**src/rtl/div_unit.sv**
```systemverilog
// Multi-cycle radix-2 restoring divider for the EX-stage divide handshake.
// Returns {remainder, quotient} with a one-cycle success pulse; signed or unsigned.
module div_unit #(
  parameter int DATA_W = 32
) (
  input  logic                  clk,
  input  logic                  rst,
  input  logic                  signed_i,
  input  logic [DATA_W-1:0]     dividend_i,
  input  logic [DATA_W-1:0]     divider_i,
  input  logic                  start_i,
  input  logic                  cancel_i,
  output logic [2*DATA_W-1:0]   result_o,
  output logic                  success_o
);

  localparam int CNT_W = $clog2(DATA_W) + 1;
  localparam logic [CNT_W-1:0] LAST = CNT_W'(DATA_W - 1);

  typedef enum logic [1:0] {IDLE, BUSY, DONE} state_t;

  state_t            state;
  state_t            state_next;
  logic [CNT_W-1:0]  count;
  logic [DATA_W-1:0] rem;
  logic [DATA_W-1:0] quo;
  logic [DATA_W-1:0] divisor;
  logic              quo_neg;
  logic              rem_neg;

  logic              accept;
  logic              last;
  logic [DATA_W:0]   rem_shift;
  logic [DATA_W+1:0] trial;
  logic              borrow;
  logic [DATA_W-1:0] rem_step;
  logic [DATA_W-1:0] quo_step;

  // Two's-complement magnitude; 0x80..0 maps to itself, read back as unsigned.
  function automatic logic [DATA_W-1:0] magnitude(input logic [DATA_W-1:0] v,
                                                  input logic             sgn);
    magnitude = (sgn && v[DATA_W-1]) ? (~v + 1'b1) : v;
  endfunction

  function automatic logic [DATA_W-1:0] negate_if(input logic [DATA_W-1:0] v,
                                                  input logic             neg);
    negate_if = neg ? (~v + 1'b1) : v;
  endfunction

  assign accept = start_i && !cancel_i;
  assign last   = (count == LAST);

  // One restoring step: shift {rem, quo} left, keep the trial difference if no borrow.
  always_comb begin
    rem_shift = {rem, quo[DATA_W-1]};
    trial     = {1'b0, rem_shift} - {2'b00, divisor};
    borrow    = trial[DATA_W+1];
    rem_step  = borrow ? rem_shift[DATA_W-1:0] : trial[DATA_W-1:0];
    quo_step  = {quo[DATA_W-2:0], ~borrow};
  end

  always_comb begin
    state_next = state;
    success_o  = 1'b0;
    unique case (state)
      IDLE: begin
        if (accept) begin
          state_next = (divider_i == '0) ? DONE : BUSY;
        end
      end
      BUSY: begin
        if (cancel_i) begin
          state_next = IDLE;
        end else if (last) begin
          state_next = DONE;
        end
      end
      DONE: begin
        state_next = IDLE;
        success_o  = !cancel_i;
      end
      default: state_next = IDLE;
    endcase
  end

  always_ff @(posedge clk or negedge rst) begin
    if (!rst) begin
      state <= IDLE;
    end else begin
      state <= state_next;
    end
  end

  always_ff @(posedge clk or negedge rst) begin
    if (!rst) begin
      count    <= '0;
      rem      <= '0;
      quo      <= '0;
      divisor  <= '0;
      quo_neg  <= 1'b0;
      rem_neg  <= 1'b0;
      result_o <= '0;
    end else begin
      unique case (state)
        IDLE: begin
          if (accept) begin
            count   <= '0;
            rem     <= '0;
            quo     <= magnitude(dividend_i, signed_i);
            divisor <= magnitude(divider_i, signed_i);
            quo_neg <= signed_i && (dividend_i[DATA_W-1] ^ divider_i[DATA_W-1]);
            rem_neg <= signed_i && dividend_i[DATA_W-1];
            if (divider_i == '0) begin
              result_o <= '0;
            end
          end
        end
        BUSY: begin
          if (!cancel_i) begin
            rem   <= rem_step;
            quo   <= quo_step;
            count <= count + 1'b1;
            if (last) begin
              result_o <= {negate_if(rem_step, rem_neg), negate_if(quo_step, quo_neg)};
            end
          end
        end
        default: ;
      endcase
    end
  end

endmodule

```
**config.mk**
```make
export PLATFORM = sky130hd
export DESIGN_NAME = div_unit
export DESIGN_NICKNAME = d
export VERILOG_FILES = /design/src/rtl/div_unit.sv
export SDC_FILE = /design/constraint.sdc
export NUM_CORES = 1
export LEC_CHECK = 0
export CAP_MARGIN = 20
export CORE_ASPECT_RATIO = 1.4
export CORE_MARGIN = 1.5
export CORE_UTILIZATION = 45
export CTS_CLUSTER_DIAMETER = 150
export DETAILED_ROUTE_END_ITERATION = 10
export PLACE_DENSITY = 0.67
export SETUP_SLACK_MARGIN = 0.5
export SYNTH_ARGS = -nofsm -noshare
export SYNTH_HDL_FRONTEND = slang
export SYNTH_SLANG_ARGS = --single-unit
```
**constraint.sdc**
```tcl
create_clock -name clk -period 5.7 [get_ports clk]
set_input_delay 0.855 -clock clk [delete_from_list [all_inputs] [get_ports clk]]
set_output_delay 0.855 -clock clk [all_outputs]
set_load 0.05 [all_outputs]
```
After elaboration in Yosys (flattened, before gate mapping)
Cells that the tools add are included.
{"block": "classes", "add_sub_neg": 6, "n_eq_ne": 8, "n_mux": 25, "n_bitwise": 6, "reduce_logical": 12}
{"op": "two-way mux 32 bit", "n": 9}
{"op": "two-way mux 64 bit", "n": 4}
{"op": "adder 32 x 1 -> 32 bit (second input constant)", "n": 4}
{"op": "inverter 32 bit", "n": 4}
{"op": "case mux 32 bit (2 select lines)", "n": 2}
{"op": "case mux 64 bit (2 select lines)", "n": 1}
{"op": "subtractor 33 x 32 -> 34 bit", "n": 1}
{"op": "logical NOT 32 bit", "n": 1}
{"op": "two-way mux 6 bit", "n": 2}
{"op": "case mux 6 bit (2 select lines)", "n": 1}
{"op": "two-way mux 2 bit", "n": 4}
{"op": "!= test 2 bit (second input constant)", "n": 4}
{"op": "adder 6 x 1 -> 6 bit (second input constant)", "n": 1}
{"op": "== test 6 x 5 -> 1 bit (second input constant)", "n": 1}
{"op": "AND reduction 5 bit", "n": 1}
{"op": "logical AND 1 bit", "n": 4}
{"op": "case mux 2 bit (2 select lines)", "n": 1}
{"op": "AND reduction 2 bit", "n": 2}
{"op": "!= test 3 bit (second input constant)", "n": 1}
{"op": "AND reduction 3 bit", "n": 1}
{"op": "== test 2 x 1 -> 1 bit (second input constant)", "n": 1}
{"op": "== test 2 bit (second input constant)", "n": 1}
{"op": "logical NOT 2 bit", "n": 1}
{"op": "nonzero test 2 bit", "n": 1}
{"op": "4 further kinds", "n": 4}
{"block": "word_totals", "regBits": 170, "inputBits": 69, "output_inout_bits": 65}

Logic depth before layout (Yosys ltp)
{"block": "depth", "word_depth": 8, "depth_mapped": 26, "mapped_depth_nobuf": 18}

Worst setup path after synthesis
OpenSTA, ideal clock, no wires.
{"block": "synth_path", "path_kind": "register to register", "start": "register rem[17]", "end": "register result_o[58]", "setup_time_ps": 133, "t_arrival_ps": 5010, "setup_slack_ps": 558, "stages_incl_launch_ff": 23, "path_buffers": 6, "synth_period_minus_slack_ps": 5142, "cell_sequence": "dfrtp_1 -> ha_1 -> a21oi_1 -> o21ai_2 -> a2111oi_2 -> o31ai_4 -> or2_1 -> buf_6 -> buf_2 -> buf_2 -> buf_2 -> buf_1 -> buf_2 -> o21ai_0 -> ha_1 -> nand2_1 -> or4_1 -> nor2_1 -> o22ai_1 -> a211o_1 -> o41ai_1 -> xnor2_1 -> o21ai_1"}
{"block": "synth_via", "elab_chain_cells": 8}
{"element": "start, declared", "line": "25", "text": "logic [DATA_W-1:0] rem;"}
{"element": "start signal, assigned", "line": "120", "text": "rem <= rem_step;"}
{"element": "subtractor 33 x 32 -> 34 bit", "line": "56", "text": "trial = {1'b0, rem_shift} - {2'b00, divisor};"}
{"element": "two-way mux 32 bit (*)", "line": "58", "text": "rem_step = borrow ? rem_shift[DATA_W-1:0] : trial[DATA_W-1:0];"}
{"element": "inverter 32 bit", "line": "47", "text": "negate_if = neg ? (~v + 1'b1) : v;"}
{"element": "adder 32 x 1 -> 32 bit", "line": "47"}
{"element": "two-way mux 32 bit (*)", "line": "47"}
{"element": "two-way mux 64 bit (*)", "line": "123", "text": "if (last) begin"}
{"element": "two-way mux 64 bit (*)", "line": "119", "text": "if (!cancel_i) begin"}
{"element": "case mux 64 bit (2 select lines) (*)", "line": "104", "text": "unique case (state)"}
{"element": "end signal, assigned", "line": "124", "text": "result_o <= {negate_if(rem_step, rem_neg), negate_if(quo_step, quo_neg)};"}
{"element": "end, declared", "line": "13", "text": "output logic [2*DATA_W-1:0] result_o,"}
Mark *: on every way between the ends. The rest lies on a longest branch, timed or not. The select of a mux whose other input is x is not followed.
A chain may end at the register's enable or synchronous reset.

Worst setup path after layout
{"block": "layout_path", "start": "register rem[9]", "end": "register result_o[63]"}
Same word-level chain as after synthesis.

==> impl_metrics.tcl <==
set metrics [dict create \
    ys_types 87 \
    finish.utilization 0.5445 \
    dr_wl_met3_um 1244 \
    drt_wl_total_um 36180 \
    clock_sinks 170 \
    design_area_um2 14260 \
    multiInputGateArea_um2 7257 \
    synth_nets 1612 \
    grt_pass1_wl_um 58570 \
    root_buffer "clkbuf_16" \
    max_freq_ghz 0.2062 \
    dr.first_iter.drc_count 567 \
    hold_viol 0 \
    first_global_vias 11260 \
    firstDrtPassIters 7 \
    ys_warn_count 0 \
    ios 134 \
    async_flop_share 1.000 \
    path_max_fanout 53 \
    ant_nets 0 \
    cp_num_buf_inv 1 \
    syn_to_final_growth_pct 18.51 \
    gr-usage-all-layers 0.2710 \
    regArea_um2 4254 \
    cp-end-kind "flip-flop" \
    combPwrFrac 0.601 \
    cts_buffer_depth 2 \
    synth-seq-cells 170 \
    wirelength_met1_um 13600 \
    synth_edf_count 0 \
    clk_pin_slew_ns 0.07 \
    dieArea_um2 27740 \
    wire_per_inst_um 18.70 \
    synth_top_area_cell "dfrtp_1" \
    syn_area_um2 12030 \
    synth_cells 1505 \
    crit_arrival_ns 5.16 \
    dieHeight_um 196.5 \
    grt_start_max_net_pins 99 \
    r2r-start "rem[9]" \
    pwr-share-clk 0.167 \
    synthTopCellsByArea "dfrtp_1 35%, o21ai_0 8.2%, nand2_1 7.8%" \
    hp-class "in -> async" \
    core_area_um2 26190 \
    mostFrequentLayoutCell "nand2_1" \
    p_seq_frac 0.232 \
    worst_ep_required_time_ns 6.01 \
    power.share.switching 0.4926 \
    vias 11200 \
    r2r_cells 13 \
    rsz0062_at_grt "false" \
    antenna_cells 0 \
    drive_gt1_frac 0.05711 \
    dr_wl_met2_um 19290 \
    dp_hpwl_um 27800 \
    vdd_drop_max_uv 301.7 \
    max_slew.worst_pin.slew_ns 1.004 \
    period_minus_slack_ns 4.850 \
    yosysSeqAreaShare 0.3535 \
    finalHoldWorstSlack_ns 0.4020 \
    place.gp.congestion 0.9143 \
    viasPerCell 5.788 \
    fin_crit_sh 0.8508 \
    top_layer "met4" \
    path_cells "ha_1 > a21oi_1 > o21ai_0 > a21oi_1 > a31oi_4 > or2_2 > buf_4 > a41oi_1 > a211o_1 > a2111o_1 > o41ai_1 > xnor2_1 > o21ai_1" \
    htree_levels 4 \
    grt_remaining_overflow 0 \
    p_switching_mw 3.657 \
    setup_viol 0 \
    drc 0 \
    worstReg2RegEnd "result_o[63]" \
    cellPowerDensity_nw_per_um2 520.5 \
    post_cts_buffers 0 \
    start_util 0.4595 \
    p_int_mw 3.766 \
    final.setup.tns_ns 0 \
    die_x_um 141.2 \
    io_buffers 133 \
    placed_cell_area_um2 13640 \
    setup_slack_ns 0.8502 \
    cts_buffers 17 \
    drv_slew 0 \
    synthDominantCellAreaShare 0.3535 \
    antenna_found_initial 0 \
    path_common_cell "a21oi_1" \
    drv_cap 0 \
    n_fill_cell 2491 \
    cts_tree "yes" \
    place_ws_ns 0.4815 \
    outcome "completed" \
    cpMaxStageDelayCell "a41oi_1" \
    worst_clock_skew_ns 0.008135 \
    clock_latency_ns 0.44 \
    crit_type "reg -> reg" \
    start_kind "flip-flop" \
    avgSynthCellArea_um2 7.995 \
    rows 70 \
    synthFlopType "dfrtp_1" \
    final_cell_mix "249 x nand2_1, 196 x o21ai_0, 170 x dfrtp_1" \
    leakage_nw 6.067 \
    nNetsFinal 1705 \
    cp_top_family "compound AO/OA/AOI/OAI gates" \
    slew_headroom 0.3308 \
    critical-path-max-stage-delay_ns 0.54 \
    reg2reg_slack_ns 0.85 \
]
synth_stat cells, types with 6 or more instances:
cell	n
nor2_1	119
nand2_1	249
dfrtp_1	170
nand2b_1	11
clkbuf_1	55
xnor2_1	63
ha_1	37
o41ai_1	10
o211ai_1	8
a22o_1	9
nand3_1	21
a21oi_1	111
inv_1	58
or4_1	13
nor3_1	35
a211oi_1	11
nor2b_1	8
mux2i_1	17
or3_1	22
nor4_1	13
a41oi_1	6
nand4_1	8
xor2_1	74
a21o_1	8
buf_2	9
nand3b_1	6
a31oi_1	9
buf_1	8
o21ai_0	197
o31ai_1	24
metrics by stage:
| step | power [mW] | instances |
|---|---|---|
| after detailed placement | 6.144 | 1903 |
| after global routing | 7.997 | 1935 |
| final | 7.423 | 1935 |
| after CTS | 7.403 | 1935 |
| after global placement | 6.102 | 1903 |
| after floorplan | 4.910 | 1505 |
metal layers:
layer / global-route usage / vias to the layer above
met5: 0 / -
met4: 0.1605 / 0
met3: 0.03353 / 93
met2: 0.5053 / 301
met1: 0.2903 / 5299
li1: - / 5507
flip-flops by register name, summed over array words and instances (netlist names):
name / flops
rem: 32
rem_neg: 1
result_o: 64
divisor: 32
state: 2
count: 6
quo_neg: 1
quo: 32
area by class of cell:
cell class	instances	share of cell area
timing repair buffer	153	0.1049
tap	324	0.02843
sequential	170	0.2983
clock buffer	19	0.03036
multi-input combinational	1197	0.5089
inverter	59	0.01571
clock inverter	13	0.01342
power by group through the flow:
| stage | combinational (mW) | sequential, mW | clock, mW |
|---|---|---|---|
| global route | 4.94 | 1.75 | 1.31 |
| detailed placement | 4.40 | 1.74 | 0 |
| floorplan | 3.28 | 1.63 | 0 |
| finish | 4.46 | 1.72 | 1.24 |
| CTS | 4.43 | 1.72 | 1.26 |
| global placement | 4.37 | 1.73 | 0 |
what timing repair did:
item	4_1_cts	5_1_grt
setup endpoints to repair	0	1
endpoints found under the hold margin	0	0
hold buffers	0	0
resized for setup	0	1
logic make-up (layout without fill, tap and decap cells):
group           after synthesis  in the layout  share of synthesized area
compound gates              462            462                     0.2381
xor+xnor                    137            137                    0.09972
fa+ha+maj                    38             38                    0.04014
buf+inv                     138            244                    0.04648
flops                       170            170                     0.3535
mux                          18             18                    0.01508
simple gates                542            542                     0.2069
how the worst max path moves through the flow:
stage	from	end	slack, ns	cells past startpoint
after floorplan	rem[17]	result_o[58]	0.56	22
after global placement	divider_i[1]	result_o[16]	0.70	13
after detailed placement	divider_i[0]	result_o[1]	0.48	13
after CTS	rem[9]	result_o[62]	0.88	16
after global routing	rem[23]	result_o[62]	0.51	17
final	rem[9]	result_o[63]	0.85	13
Note: power is estimated with default switching activity, not from simulation.
